`config.mk`:
```
export PLATFORM = sky130hd
export DESIGN_NAME = dac_feeder
export DESIGN_NICKNAME = d
export VERILOG_FILES = /design/src/rtl/dac_pkg.sv /design/src/rtl/dac_fifo.sv /design/src/rtl/dac_feeder.sv
export SDC_FILE = /design/constraint.sdc
export NUM_CORES = 1
export LEC_CHECK = 0
export ABC_AREA = 1
export CAP_MARGIN = 20
export CORE_ASPECT_RATIO = 0.9
export CORE_UTILIZATION = 30
export DETAILED_ROUTE_END_ITERATION = 16
export GPL_TIMING_DRIVEN = 0
export PLACE_DENSITY = 0.5
export SETUP_SLACK_MARGIN = 0.02
export SYNTH_ARGS = -nofsm -noshare
export SYNTH_HDL_FRONTEND = slang
export SYNTH_SLANG_ARGS = --single-unit
```
`constraint.sdc`:
```
create_clock -name clk -period 3.05 [get_ports clk]
set_clock_uncertainty 0.2 [all_clocks]
set_input_delay 0.305 -clock clk [delete_from_list [all_inputs] [get_ports clk]]
set_output_delay 0.305 -clock clk [all_outputs]
set_load 0.005 [all_outputs]
```
`src/rtl/dac_pkg.sv`:
```
// Constants and types shared by the delta-sigma DAC feeder, its FIFO and the modulator.
package dac_pkg;

    localparam int DAC_RES = 8;
    localparam int DAC_OSR = 256;
    localparam int URUN_W  = 8;

    typedef enum logic {
        IDLE = 1'b0,
        RUN  = 1'b1
    } feeder_state_t;

endpackage

```
`src/rtl/dac_fifo.sv`:
```
// Single-clock sample FIFO with an explicit occupancy count and a read register
// that loads the head on pop and can be cleared back to zero.
module dac_fifo
    import dac_pkg::*;
#(
    parameter int RES = DAC_RES,
    parameter int AW  = 4
) (
    input  logic           clk,
    input  logic           rst,
    input  logic           push_i,
    input  logic [RES-1:0] push_data_i,
    input  logic           pop_i,
    input  logic           rd_clr_i,
    output logic           full_o,
    output logic [AW:0]    level_o,
    output logic [RES-1:0] rd_data_o
);

    localparam int DEPTH = 1 << AW;
    localparam logic [AW:0] LEVEL_FULL = (AW+1)'(DEPTH);

    logic [RES-1:0] mem_q [DEPTH];
    logic [AW-1:0]  wr_ptr_q;
    logic [AW-1:0]  rd_ptr_q;
    logic [AW:0]    level_q;
    logic [RES-1:0] rd_data_q;
    logic           push_ok;
    logic           pop_ok;

    // A full FIFO refuses pushes even when a pop happens in the same cycle.
    assign full_o    = (level_q == LEVEL_FULL);
    assign push_ok   = push_i && !full_o;
    assign pop_ok    = pop_i && (level_q != '0);
    assign level_o   = level_q;
    assign rd_data_o = rd_data_q;

    always_ff @(posedge clk) begin
        if (push_ok) begin
            mem_q[wr_ptr_q] <= push_data_i;
        end
    end

    always_ff @(posedge clk) begin
        if (rst) begin
            wr_ptr_q  <= '0;
            rd_ptr_q  <= '0;
            level_q   <= '0;
            rd_data_q <= '0;
        end else begin
            if (push_ok) begin
                wr_ptr_q <= wr_ptr_q + 1'b1;
            end
            if (pop_ok) begin
                rd_ptr_q <= rd_ptr_q + 1'b1;
            end
            case ({push_ok, pop_ok})
                2'b10:   level_q <= level_q + 1'b1;
                2'b01:   level_q <= level_q - 1'b1;
                default: level_q <= level_q;
            endcase
            if (rd_clr_i) begin
                rd_data_q <= '0;
            end else if (pop_ok) begin
                rd_data_q <= mem_q[rd_ptr_q];
            end
        end
    end

endmodule

```
`src/rtl/dac_feeder.sv`:
```
// Feeds buffered PCM samples to the delta-sigma modulator, holding each one for
// OSR cycles and flagging underflow when the FIFO runs dry at a period boundary.
module dac_feeder
    import dac_pkg::*;
#(
    parameter int RES = DAC_RES,
    parameter int OSR = DAC_OSR,
    parameter int AW  = 4
) (
    input  logic              clk,
    input  logic              rst,
    input  logic              s_valid,
    output logic              s_ready,
    input  logic [RES-1:0]    s_data,
    input  logic              enable,
    input  logic              clr_status,
    output logic              conv,
    output logic [RES-1:0]    dac_in,
    output logic              sample_tick,
    output logic [AW:0]       level,
    output logic              underflow,
    output logic [URUN_W-1:0] urun_cnt
);

    localparam int PCW = (OSR > 2) ? $clog2(OSR) : 1;
    localparam logic [PCW-1:0] PER_LAST = PCW'(OSR - 1);

    feeder_state_t     state_q;
    logic [PCW-1:0]    per_cnt_q;
    logic              conv_q;
    logic              tick_q;
    logic              underflow_q;
    logic [URUN_W-1:0] urun_q;
    logic [URUN_W-1:0] urun_base;
    logic [URUN_W-1:0] urun_d;

    logic              fifo_full;
    logic              boundary;
    logic              pop;
    logic              rd_clr;

    assign s_ready     = !rst && !fifo_full;
    assign conv        = conv_q;
    assign sample_tick = tick_q;
    assign underflow   = underflow_q;
    assign urun_cnt    = urun_q;

    dac_fifo #(
        .RES (RES),
        .AW  (AW)
    ) u_fifo (
        .clk         (clk),
        .rst         (rst),
        .push_i      (s_valid && s_ready),
        .push_data_i (s_data),
        .pop_i       (pop),
        .rd_clr_i    (rd_clr),
        .full_o      (fifo_full),
        .level_o     (level),
        .rd_data_o   (dac_in)
    );

    // Pop and clear decisions must reach the FIFO in the same cycle the FSM moves.
    always_comb begin
        pop      = 1'b0;
        rd_clr   = 1'b0;
        boundary = (state_q == RUN) && (per_cnt_q == PER_LAST);
        if (state_q == IDLE) begin
            pop = enable && (level != '0);
        end else if (boundary) begin
            if (!enable) begin
                rd_clr = 1'b1;
            end else if (level != '0) begin
                pop = 1'b1;
            end
        end
    end

    // A clear arriving with an underflow event restarts the count from that event.
    always_comb begin
        urun_base = clr_status ? '0 : urun_q;
        urun_d    = (urun_base == '1) ? urun_base : urun_base + URUN_W'(1);
    end

    always_ff @(posedge clk) begin
        if (rst) begin
            state_q     <= IDLE;
            per_cnt_q   <= '0;
            conv_q      <= 1'b0;
            tick_q      <= 1'b0;
            underflow_q <= 1'b0;
            urun_q      <= '0;
        end else begin
            tick_q <= 1'b0;
            if (clr_status) begin
                underflow_q <= 1'b0;
                urun_q      <= '0;
            end
            case (state_q)
                IDLE: begin
                    conv_q    <= 1'b0;
                    per_cnt_q <= '0;
                    if (pop) begin
                        conv_q  <= 1'b1;
                        tick_q  <= 1'b1;
                        state_q <= RUN;
                    end
                end
                RUN: begin
                    if (boundary) begin
                        per_cnt_q <= '0;
                        if (!enable) begin
                            conv_q  <= 1'b0;
                            state_q <= IDLE;
                        end else if (level != '0) begin
                            tick_q <= 1'b1;
                        end else begin
                            underflow_q <= 1'b1;
                            urun_q      <= urun_d;
                        end
                    end else begin
                        per_cnt_q <= per_cnt_q + 1'b1;
                    end
                end
                default: begin
                    state_q <= IDLE;
                    conv_q  <= 1'b0;
                end
            endcase
        end
    end

endmodule

```
; Word-level counts from Yosys, hierarchy flattened
; Memory sizes are Yosys's and may differ from the RTL's. A register that Yosys moved wholly into a read port is not among the register bits.
; Cells that the tools add are included.
[totals]
ram_bits = 128
reg_bits = 33
in_bits = 13
mem_count = 1
elab_cells = 67
out_inout_bits = 25
[classes]
eq_ne = 7
reduce_logical = 12
bitwise_logic = 1
mux = 31
addsub = 6
[mem_list]
columns = memory, words, word_bits, rd, rd_clocked_by_memory_dff, wr, line_no
row1 = u_fifo.mem_q, 16, 8, 1, 1, 1, dac_fifo.sv:23  ; logic [RES-1:0] mem_q [DEPTH];
[ops]
columns = operator, n
row1 = $mux W8, 7
row2 = $mux W1, 19
row3 = $add A8 B1 Y8 const B, 2
row4 = $eq A8 B8 Y1 const B, 2
row5 = $pmux W8 S2, 1
row6 = $pmux W5 S2, 1
row7 = $add A4 B1 Y4 const B, 2
row8 = $logic_and A1 B1 Y1, 6
row9 = $pmux W1 S2, 3
row10 = $add A5 B1 Y5 const B, 1
row11 = $eq A5 B5 Y1 const B, 1
row12 = $reduce_bool A5 Y1, 1
row13 = $sub A5 B1 Y5 const B, 1
row14 = $eq A2 B1 Y1 const B, 1
row15 = $eq A2 B2 Y1 const B, 1
row16 = $logic_not A1 Y1, 2
row17 = $ne A2 B1 Y1 const B, 1
row18 = $ne A2 B2 Y1 const B, 1
row19 = $reduce_and A2 Y1, 1
row20 = $reduce_bool A2 Y1, 1
row21 = $reduce_or A2 Y1, 1
row22 = $not A1 Y1, 1

; Logic depth before layout (Yosys ltp)
; Gate-level depths: netlist (run 1).
[depth]
word_depth = 8
mapped_depth = 19
ltp_nobuf = 18

; Modules after synthesis
; From an unflattened synthesis (run 1), not the netlist that was laid out.
[unflattened]
hier_cells = 804
area_unflattened_um2 = 7589.8
[modules_own_cells]
columns = module, seq_area_each_um2, n_inst, cells_each, area_each_um2
row1 = dac_fifo, 4264.1, 1, 663, 6527.5
row2 = dac_feeder, 400.4, 1, 141, 1062.3

; Least setup slack after synthesis (run 1)
; OpenSTA, ideal clock, no wires.
[synth_path]
kind = flip-flop to flip-flop
from = register per_cnt_q[0]
to = register u_fifo.level_q[4] (netlist: u_fifo.level_o[4])
path_buffers = 1
slack_ns = 0.509
synth_period_minus_slack_ns = 2.541
setup_ns = 0.070
arrival_ns = 2.272
stages_incl_launch_ff = 20
required_ns = 2.780
cell_sequence = dfxtp_1 -> ha_1 -> nand2_2 -> nor2_4 -> nand2_2 -> nand2_2 -> inv_2 -> nor2_8 -> buf_12 -> ha_1 -> xor2_1 -> ha_1 -> inv_1 -> nand2_1 -> nand3_1 -> nand2_1 -> nand2_1 -> nand2_1 -> nand2_1 -> a21oi_1
[synth_between]
elab_chain_len = 7
elab_cells_between_ends = 9
classes_between = 3 x eq/ne / 3 x mux / 3 x reduce/logical
[synth_lines]
columns = element, line_no
row1 = start: declaration, dac_feeder.sv:29  ; logic [PCW-1:0] per_cnt_q;
row2 = start signal: assignment, dac_feeder.sv:122  ; per_cnt_q <= per_cnt_q + 1'b1;
row3 = $eq A8 B8 Y1 (*), dac_feeder.sv:67  ; boundary = (state_q == RUN) && (per_cnt_q == PER_LAST);
row4 = $logic_and A1 B1 Y1 (*), dac_feeder.sv:67
row5 = $mux W1 (*), dac_feeder.sv:70  ; end else if (boundary) begin
row6 = $mux W1 (*), dac_feeder.sv:68  ; if (state_q == IDLE) begin
row7 = $logic_and A1 B1 Y1 (*), dac_fifo.sv:34  ; assign pop_ok = pop_i && (level_q != '0);
row8 = net u_fifo.pop_ok, dac_fifo.sv:29  ; logic pop_ok;
row9 = $eq A2 B1 Y1 / $eq A2 B2 Y1 (equally long branches), dac_fifo.sv:57  ; case ({push_ok, pop_ok})
row10 = $pmux W5 S2 / $reduce_bool A2 Y1 (equally long branches), --
row11 = end signal: assignment, dac_fifo.sv:58  ; 2'b10: level_q <= level_q + 1'b1;
row12 = end signal: assignment, dac_fifo.sv:59  ; 2'b01: level_q <= level_q - 1'b1;
row13 = end signal: assignment, dac_fifo.sv:60  ; default: level_q <= level_q;
row14 = end: declaration, dac_fifo.sv:26  ; logic [AW:0] level_q;
; The timed path passes the listed nets; every way through them passes the cells marked *.
; A chain may end at the register's enable or synchronous reset.

; Worst setup path after layout (run 1)
; Same ends and word-level chain as after synthesis.

==> results of run 1 <==
[synthesized netlist by cell type, types with 8 or more instances]
cell and number:
sky130_fd_sc_hd__dfxtp_1 41, sky130_fd_sc_hd__ha_1 10, sky130_fd_sc_hd__edfxtp_1 128, sky130_fd_sc_hd__buf_2 16
sky130_fd_sc_hd__nand2_2 9, sky130_fd_sc_hd__nand3_1 97, sky130_fd_sc_hd__o21ai_0 16, sky130_fd_sc_hd__inv_1 105
sky130_fd_sc_hd__inv_2 10, sky130_fd_sc_hd__nand3_2 8, sky130_fd_sc_hd__a21oi_1 18, sky130_fd_sc_hd__nand2_1 229
sky130_fd_sc_hd__nor2_1 81, sky130_fd_sc_hd__xor2_1 9
[cell families (layout without fill, tap and decap cells)]
logic type | count (synthesis) | count (layout) | share of synthesized area (%)
xor+xnor | 11 | 11 | 1.26
flops | 169 | 169 | 61.2
buf+inv | 145 | 215 | 7.81
fa+ha+maj | 10 | 10 | 1.64
other cells | 0 | 1 | 0
simple gates | 440 | 440 | 25.3
compound gates | 40 | 40 | 2.76
[power by group]
group | leakage [uW] | switching, uW | internal (uW)
clock | 0.000244 | 875 | 1120
sequential | 0.00149 | 99.7 | 2600
combinational | 0.00193 | 1270 | 721
total | 0.00366 | 2240 | 4440
[flip-flops by register name, indices dropped and copies added, names as in the netlist]
name	count
u_fifo.mem_q	128
per_cnt_q	8
u_fifo.rd_data_o	8
urun_cnt	8
u_fifo.level_o	5
u_fifo.rd_ptr_q	4
u_fifo.wr_ptr_q	4
conv	1
sample_tick	1
state_q	1
underflow	1
[worst paths after layout]
kind / startpoint / to / slack (ns) / cells after the start
worst max register to register: per_cnt_q[0]$_SDFF_PP0_ / u_fifo.level_o[4]$_SDFFE_PP0P_ / 0.29 / 19
worst max-delay path: per_cnt_q[0]$_SDFF_PP0_ / u_fifo.level_o[4]$_SDFFE_PP0P_ / 0.29 / 19
worst min-delay path: per_cnt_q[0]$_SDFF_PP0_ / per_cnt_q[0]$_SDFF_PP0_ / 0.26 / 1
worst min register to register: per_cnt_q[0]$_SDFF_PP0_ / per_cnt_q[0]$_SDFF_PP0_ / 0.26 / 1
[stage by stage]
step / power [uW] / cell area (sq um)
2_1_floorplan: 4030 / 7620
5_1_grt: 7080 / 8960
3_5_place_dp: 4740 / 8410
4_1_cts: 6730 / 8940
6_report: 6680 / 8960
3_3_place_gp: 4730 / 8410
[metal layers]
metal / up-vias / part of all wire (%)
met2: 119 / 45
met3: 11 / 4.9
met5: - / 0
met4: 0 / 1.0
li1: 2740 / -
met1: 2573 / 49
[critical path, stage by stage, from the launching register on]
cell                      delay [ns]
sky130_fd_sc_hd__dfxtp_1        0.35
sky130_fd_sc_hd__ha_1           0.20
sky130_fd_sc_hd__nand2_2        0.09
sky130_fd_sc_hd__nor2_4         0.13
sky130_fd_sc_hd__nand2_2        0.08
sky130_fd_sc_hd__nand2_2        0.08
sky130_fd_sc_hd__inv_2          0.07
sky130_fd_sc_hd__nor2_8         0.15
sky130_fd_sc_hd__buf_12         0.16
sky130_fd_sc_hd__ha_2           0.25
sky130_fd_sc_hd__xor2_1         0.21
sky130_fd_sc_hd__ha_1           0.17
sky130_fd_sc_hd__inv_1          0.03
sky130_fd_sc_hd__nand2_1        0.09
sky130_fd_sc_hd__nand3_1        0.10
sky130_fd_sc_hd__nand2_1        0.07
sky130_fd_sc_hd__nand2_1        0.04
sky130_fd_sc_hd__nand2_1        0.05
sky130_fd_sc_hd__nand2_1        0.05
sky130_fd_sc_hd__a21oi_1        0.11
[area by class of cell]
| class | instances | area (sq um) | area share (%) |
|---|---|---|---|
| diodes | 1 | 2.50 | 0.0279 |
| clock buffers | 24 | 452 | 5.04 |
| well taps | 336 | 420 | 4.69 |
| flip-flops and latches | 169 | 4660 | 52.1 |
| repair buffers | 39 | 385 | 4.30 |
| inverters | 116 | 435 | 4.86 |
| clock inverters | 7 | 72.6 | 0.810 |
| plain buffers | 29 | 160 | 1.79 |
| multi-input cells | 501 | 2370 | 26.4 |
[cell usage in the layout, fill, tap and decap left out, types with 2 or more instances in the layout]
cell                              instances
sky130_fd_sc_hd__nand4_1                  2
sky130_fd_sc_hd__buf_2                   16
sky130_fd_sc_hd__clkinv_4                 2
sky130_fd_sc_hd__nor2_1                  81
sky130_fd_sc_hd__nand3_1                 97
sky130_fd_sc_hd__nor2_2                   3
sky130_fd_sc_hd__inv_2                   10
sky130_fd_sc_hd__clkdlybuf4s50_1         37
sky130_fd_sc_hd__a21oi_2                  2
sky130_fd_sc_hd__clkbuf_1                14
sky130_fd_sc_hd__clkinvlp_4               2
sky130_fd_sc_hd__a21oi_1                 18
sky130_fd_sc_hd__inv_1                  105
sky130_fd_sc_hd__nand2_2                  9
sky130_fd_sc_hd__xnor2_1                  2
sky130_fd_sc_hd__buf_4                    4
sky130_fd_sc_hd__edfxtp_1               128
sky130_fd_sc_hd__nor3_1                   3
sky130_fd_sc_hd__xor2_1                   9
sky130_fd_sc_hd__ha_1                     9
sky130_fd_sc_hd__nand3_2                  8
sky130_fd_sc_hd__nor2_4                   3
sky130_fd_sc_hd__o21ai_0                 16
sky130_fd_sc_hd__dfxtp_1                 41
sky130_fd_sc_hd__o21ai_1                  3
sky130_fd_sc_hd__clkbuf_16               17
sky130_fd_sc_hd__nand2_1                229
sky130_fd_sc_hd__buf_1                    2
[repair_timing]
action | in CTS | in global routing
setup buffers | 0 | 2
endpoints found under the setup margin | 0 | 1
hold endpoints to repair | 0 | 0
resized for setup | 0 | 1
==> flow_summary_export.csv, run 1 <==
group,metric,value,unit
run_status,run_status,"completed",
synth,ys.warnings.count,0,
global_route,groute.usage.overall,15.1,%
min_path,hold_path_class,"flop to flop",
critical_path,path_max_fanout,11,
critical_path,critical_path_class,"flop to flop",
cts,ctsRootBufferMaster,"sky130_fd_sc_hd__clkbuf_16",
routing,drt-initial-drc-count,393,
timing,unrepaired_setup_endpoints_after_global_routing,"false",
cts,clock_path_buffers,2,
routing,avgRoutedWirePerCell,15.3,um
timing,clock.fmax,0.362,GHz
cts,clk_pin_slew,0.06,ns
timing,drv_slew,0,
synth,synth.ff_latch_count,169,
layout,instances_no_fill,1222,
timing,final.setup.worst_slack,0.287,ns
cts,cts-buffers-inserted,17,
global_route,globalRouteOverflowTotal,0,
synth,yosys.area.top_type,"sky130_fd_sc_hd__edfxtp_1",
layout,area.growth.synth_to_final,17.5,%
critical_path,critical_path.endpoint_type,"flop",
synth,synth_top_area_share,50.4,%
cts,cts_tree,"built",
synth,synth_cell_types,33,
die,die_w,170,um
global_route,global_route.usage.met2,23.4,%
die,core_area,24600,sq um
global_route,globalRouteMet1Util,21.3,%
critical_path,crit_path_start_kind,"flop",
synth,asyncSetResetFlopFracSynth,0,%
pwr,p_per_area,746,nW/um^2
layout,final_core_utilization,36.4,%
synth,synth_area_leaders,"sky130_fd_sc_hd__edfxtp_1, sky130_fd_sc_hd__nand2_1, sky130_fd_sc_hd__dfxtp_1",
routing,drcViolationCount,0,
global_route,grt-busiest-layer,"met2",
die,die_outline_area,26100,sq um
global_route,wire_length_of_the_first_global_routing_pass,29100,um
die,std_cell_rows,54,
timing,timing.max_slew.rel_slack,37.7,%
placement,numPlacedInstances,1188,
critical_path,worst_ep_required_time,3.21,ns
synth,syn-cell-area,7620,sq um
placement,post-place-ws,0.0890,ns
cts,cts_sinks,169,
timing,setup_viol,0,
die,io_pins,38,
routing,avgViaCountPerCell,4.45,
timing,final_hold_viol_count,0,
global_route,antenna_found_initial,0,
global_route,grt_pass1_vias,5151,
synth,dominantRegCellSynth,"sky130_fd_sc_hd__edfxtp_1",
die,floorplan.die.height,153,um
synth,synth-edff-count,128,
timing,aggregate_negative_setup_slack,0,ns
synth,synth_net_count,838,
routing,routed-via-count,5443,
layout,num-nets-final,896,
cts,cts-hold-fix-buffers,0,
timing,min_period_over_period,90.6,%
timing,worst_hold_slack,0.259,ns
global_route,groute.layer.met3.usage,3.26,%
critical_path,cp_data_arrival_time,2.92,ns
layout,drive_above_1_share,9.60,%
synth,synthCells,815,
placement,detailed_place_hpwl,13100,um
pwr,power.static_leakage,0.00366,uW
cts,worst_skew_pair.late_latency,0.42,ns
routing,drt-total-wl,18700,um
global_route,pin_count_of_the_biggest_net_entering_global_routing,17,
synth,postSynthAreaPerCell,9.35,sq um
routing,antenna_violating_nets_post_route,0,
timing,finalCriticalPeriod,2.76,ns
placement,finalWeightedCongestion,0.826,
synth,portion_of_the_post_synthesis_area_used_by_sequential_elements,61.2,%
placement,port_buffers,37,
pwr,worst_ir_drop_vdd,0.345,mV
cts,maximum_level_of_the_cts_h_tree,4,
die,initial_core_util,31.0,%
layout,fillers,2541,
routing,dr.pass1.iters,4,
timing,worstMarginPinSlew,0.931,ns
job,maxCapViolations,0,
No activity file was read; power rests on OpenSTA's default activity.
==> run 2: changes to the inputs <==
Settings changed: CORE_MARGIN from default to 2.
==> run 2 against run 1 <==
Against the previous run: first-iteration DRC count down 2.8%; highest routed layer unchanged; largest cell class unchanged; setup slack better by 0.038 ns; combinational power about the same; largest power group unchanged; flip-flop and latch count unchanged; critical path type unchanged.
==> flow_summary_export.csv, run 2 (synthesis results as in run 1) <==
group,metric,value,unit
timing,final_hold_viol_count,0,
die,core_area,25000,sq um
global_route,groute.usage.overall,15.2,%
routing,avgRoutedWirePerCell,15.6,um
routing,drt-initial-drc-count,382,
placement,detailed_place_hpwl,13200,um
timing,setup_viol,0,
global_route,wire_length_of_the_first_global_routing_pass,29700,um
timing,drv_slew,0,
cts,cts_sinks,169,
placement,finalWeightedCongestion,0.848,
critical_path,cp-startpoint,"per_cnt_q[0]$_SDFF_PP0_",
timing,unrepaired_setup_endpoints_after_global_routing,"false",
timing,min_period_over_period,89.3,%
critical_path,crit_chain,"ha_1 -> nand2_2 -> nor2_4 -> nand2_2 -> nand2_2 -> inv_2 -> nor2_8 -> buf_12 -> ha_2 -> xor2_2 -> ha_1 -> inv_1 -> nand2_1 -> nand3_1 -> nand2_1 -> nand2_1 -> nand2_1 -> nand2_1 -> a21oi_1",
critical_path,crit_path_start_kind,"flop",
layout,layout.cells.most_common_list,"sky130_fd_sc_hd__nand2_1, sky130_fd_sc_hd__edfxtp_1, sky130_fd_sc_hd__inv_1",
critical_path,path_max_fanout,11,
die,io_pins,38,
critical_path,worst_ep_required_time,3.21,ns
timing,worstMarginPinSlew,0.988,ns
global_route,pin_count_of_the_biggest_net_entering_global_routing,17,
cts,maximum_level_of_the_cts_h_tree,4,
critical_path,ff2ff_setup_slack,0.33,ns
placement,numPlacedInstances,1194,
layout,fillers,2582,
die,floorplan.die.height,155,um
timing,aggregate_negative_setup_slack,0,ns
pwr,p_per_area,769,nW/um^2
routing,dr.pass1.iters,5,
layout,seq_cell_area,4660,sq um
cts,ctsRootBufferMaster,"sky130_fd_sc_hd__clkbuf_16",
cts,cts-buffers-inserted,17,
critical_path,path_common_cell,"sky130_fd_sc_hd__nand2_1",
job,maxCapViolations,0,
global_route,antenna_found_initial,0,
layout,mostFrequentLayoutCell,"sky130_fd_sc_hd__nand2_1",
critical_path,crit_path_end,"u_fifo.level_o[4]$_SDFFE_PP0P_",
critical_path,max_stage_delay,0.35,ns
routing,drt-total-wl,19100,um
cts,cts_tree,"built",
routing,routed-via-count,5361,
layout,largest-register,"u_fifo.mem_q",
placement,port_buffers,37,
routing,avgViaCountPerCell,4.37,
die,die_w,172,um
pwr,power.static_leakage,0.00370,uW
critical_path,critical_path_class,"flop to flop",
layout,combined_area_of_the_multi_input_logic_cells,2370,sq um
critical_path,critPathSlowestCell,"sky130_fd_sc_hd__dfxtp_1",
layout,instances_no_fill,1228,
routing,drcViolationCount,0,
pwr,worst_ir_drop_vdd,0.424,mV
timing,timing.max_slew.rel_slack,33.9,%
die,die_outline_area,26700,sq um
global_route,globalRouteOverflowTotal,0,
critical_path,cp_data_arrival_time,2.88,ns
critical_path,worst-r2r-cell-count,19,
cts,clock_path_buffers,2,
die,initial_core_util,30.4,%
run_status,run_status,"completed",
global_route,grt_pass1_vias,5115,
layout,num-nets-final,895,
cts,cts-hold-fix-buffers,0,
min_path,hold_path_class,"flop to flop",
timing,clock.fmax,0.367,GHz
die,std_cell_rows,55,
cts,clk_pin_slew,0.06,ns
critical_path,timing.rr.start,"per_cnt_q[0]$_SDFF_PP0_",
critical_path,critical_path.endpoint_type,"flop",
routing,antenna_violating_nets_post_route,0,
layout,area.growth.synth_to_final,18.7,%
timing,finalCriticalPeriod,2.72,ns
layout,drive_above_1_share,10.1,%
layout,largest_reg_flops,128,
critical_path,r2r-end,"u_fifo.level_o[4]$_SDFFE_PP0P_",
cts,worst_skew_pair.late_latency,0.43,ns
run 2: where the power goes:
group | internal, uW | switching, uW | leakage, uW | total (uW)
clock | 1360 | 917 | 0.000289 | 2280
combinational | 716 | 1270 | 0.00192 | 1990
sequential | 2600 | 97.9 | 0.00149 | 2700
run 2: cell type report:
| type | count | share of cell area, % |
|---|---|---|
| Antenna cell | 1 | 0.0277 |
| Buffer | 29 | 1.77 |
| Clock buffer | 18 | 4.74 |
| Clock inverter | 14 | 1.98 |
| Inverter | 116 | 4.81 |
| Multi-Input combinational cell | 501 | 26.2 |
| Sequential cell | 169 | 51.5 |
| Tap cell | 342 | 4.73 |
| Timing Repair Buffer | 38 | 4.18 |
run 2: worst min path at each step:
stage,start,to,cells after the start
3_3_place_gp,per_cnt_q[0]$_SDFF_PP0_,per_cnt_q[0]$_SDFF_PP0_,1
4_1_cts,per_cnt_q[0]$_SDFF_PP0_,per_cnt_q[0]$_SDFF_PP0_,1
6_report,per_cnt_q[0]$_SDFF_PP0_,per_cnt_q[0]$_SDFF_PP0_,1
3_5_place_dp,per_cnt_q[0]$_SDFF_PP0_,per_cnt_q[0]$_SDFF_PP0_,1
5_1_grt,per_cnt_q[0]$_SDFF_PP0_,per_cnt_q[0]$_SDFF_PP0_,1
2_1_floorplan,s_data[0],u_fifo.mem_q[0][0]$_DFFE_PP_,0
run 2: critical path, delay by kind of cell, from the launching register on:
kind	cells	cell delay, ns
simple gates	11	0.93
fa+ha+maj	3	0.62
flops	1	0.35
buf+inv	3	0.26
xor+xnor	1	0.17
compound gates	1	0.11
run 2: layer usage:
metal	vias up	routed length [um]	track usage, %
met3	20	795	2.65
met4	0	320	5.72
li1	2733	-	-
met5	-	0	0
met2	89	8830	23.3
met1	2519	9200	21.4
run 2: repair_timing:
| item | CTS | global route |
|---|---|---|
| gates resized for setup | 0 | 2 |
| buffers inserted | 0 | 1 |
| endpoints found under the setup margin | 0 | 1 |
run 2: per-stage QoR:
stage | hold slack, ns | power (uW) | util, % | setup slack, ns | cell area [sq um]
6_report | 0.249 | 6960 | 36.1 | 0.326 | 9050
5_1_grt | 0.259 | 7380 | 36.1 | 0.0712 | 9050
4_1_cts | 0.248 | 7000 | 36.0 | 0.125 | 9030
3_5_place_dp | 0.239 | 4740 | 33.6 | 0.0694 | 8420
3_3_place_gp | 0.236 | 4740 | 33.6 | 0.0705 | 8420
2_1_floorplan | 0.204 | 4030 | - | 0.509 | 7620
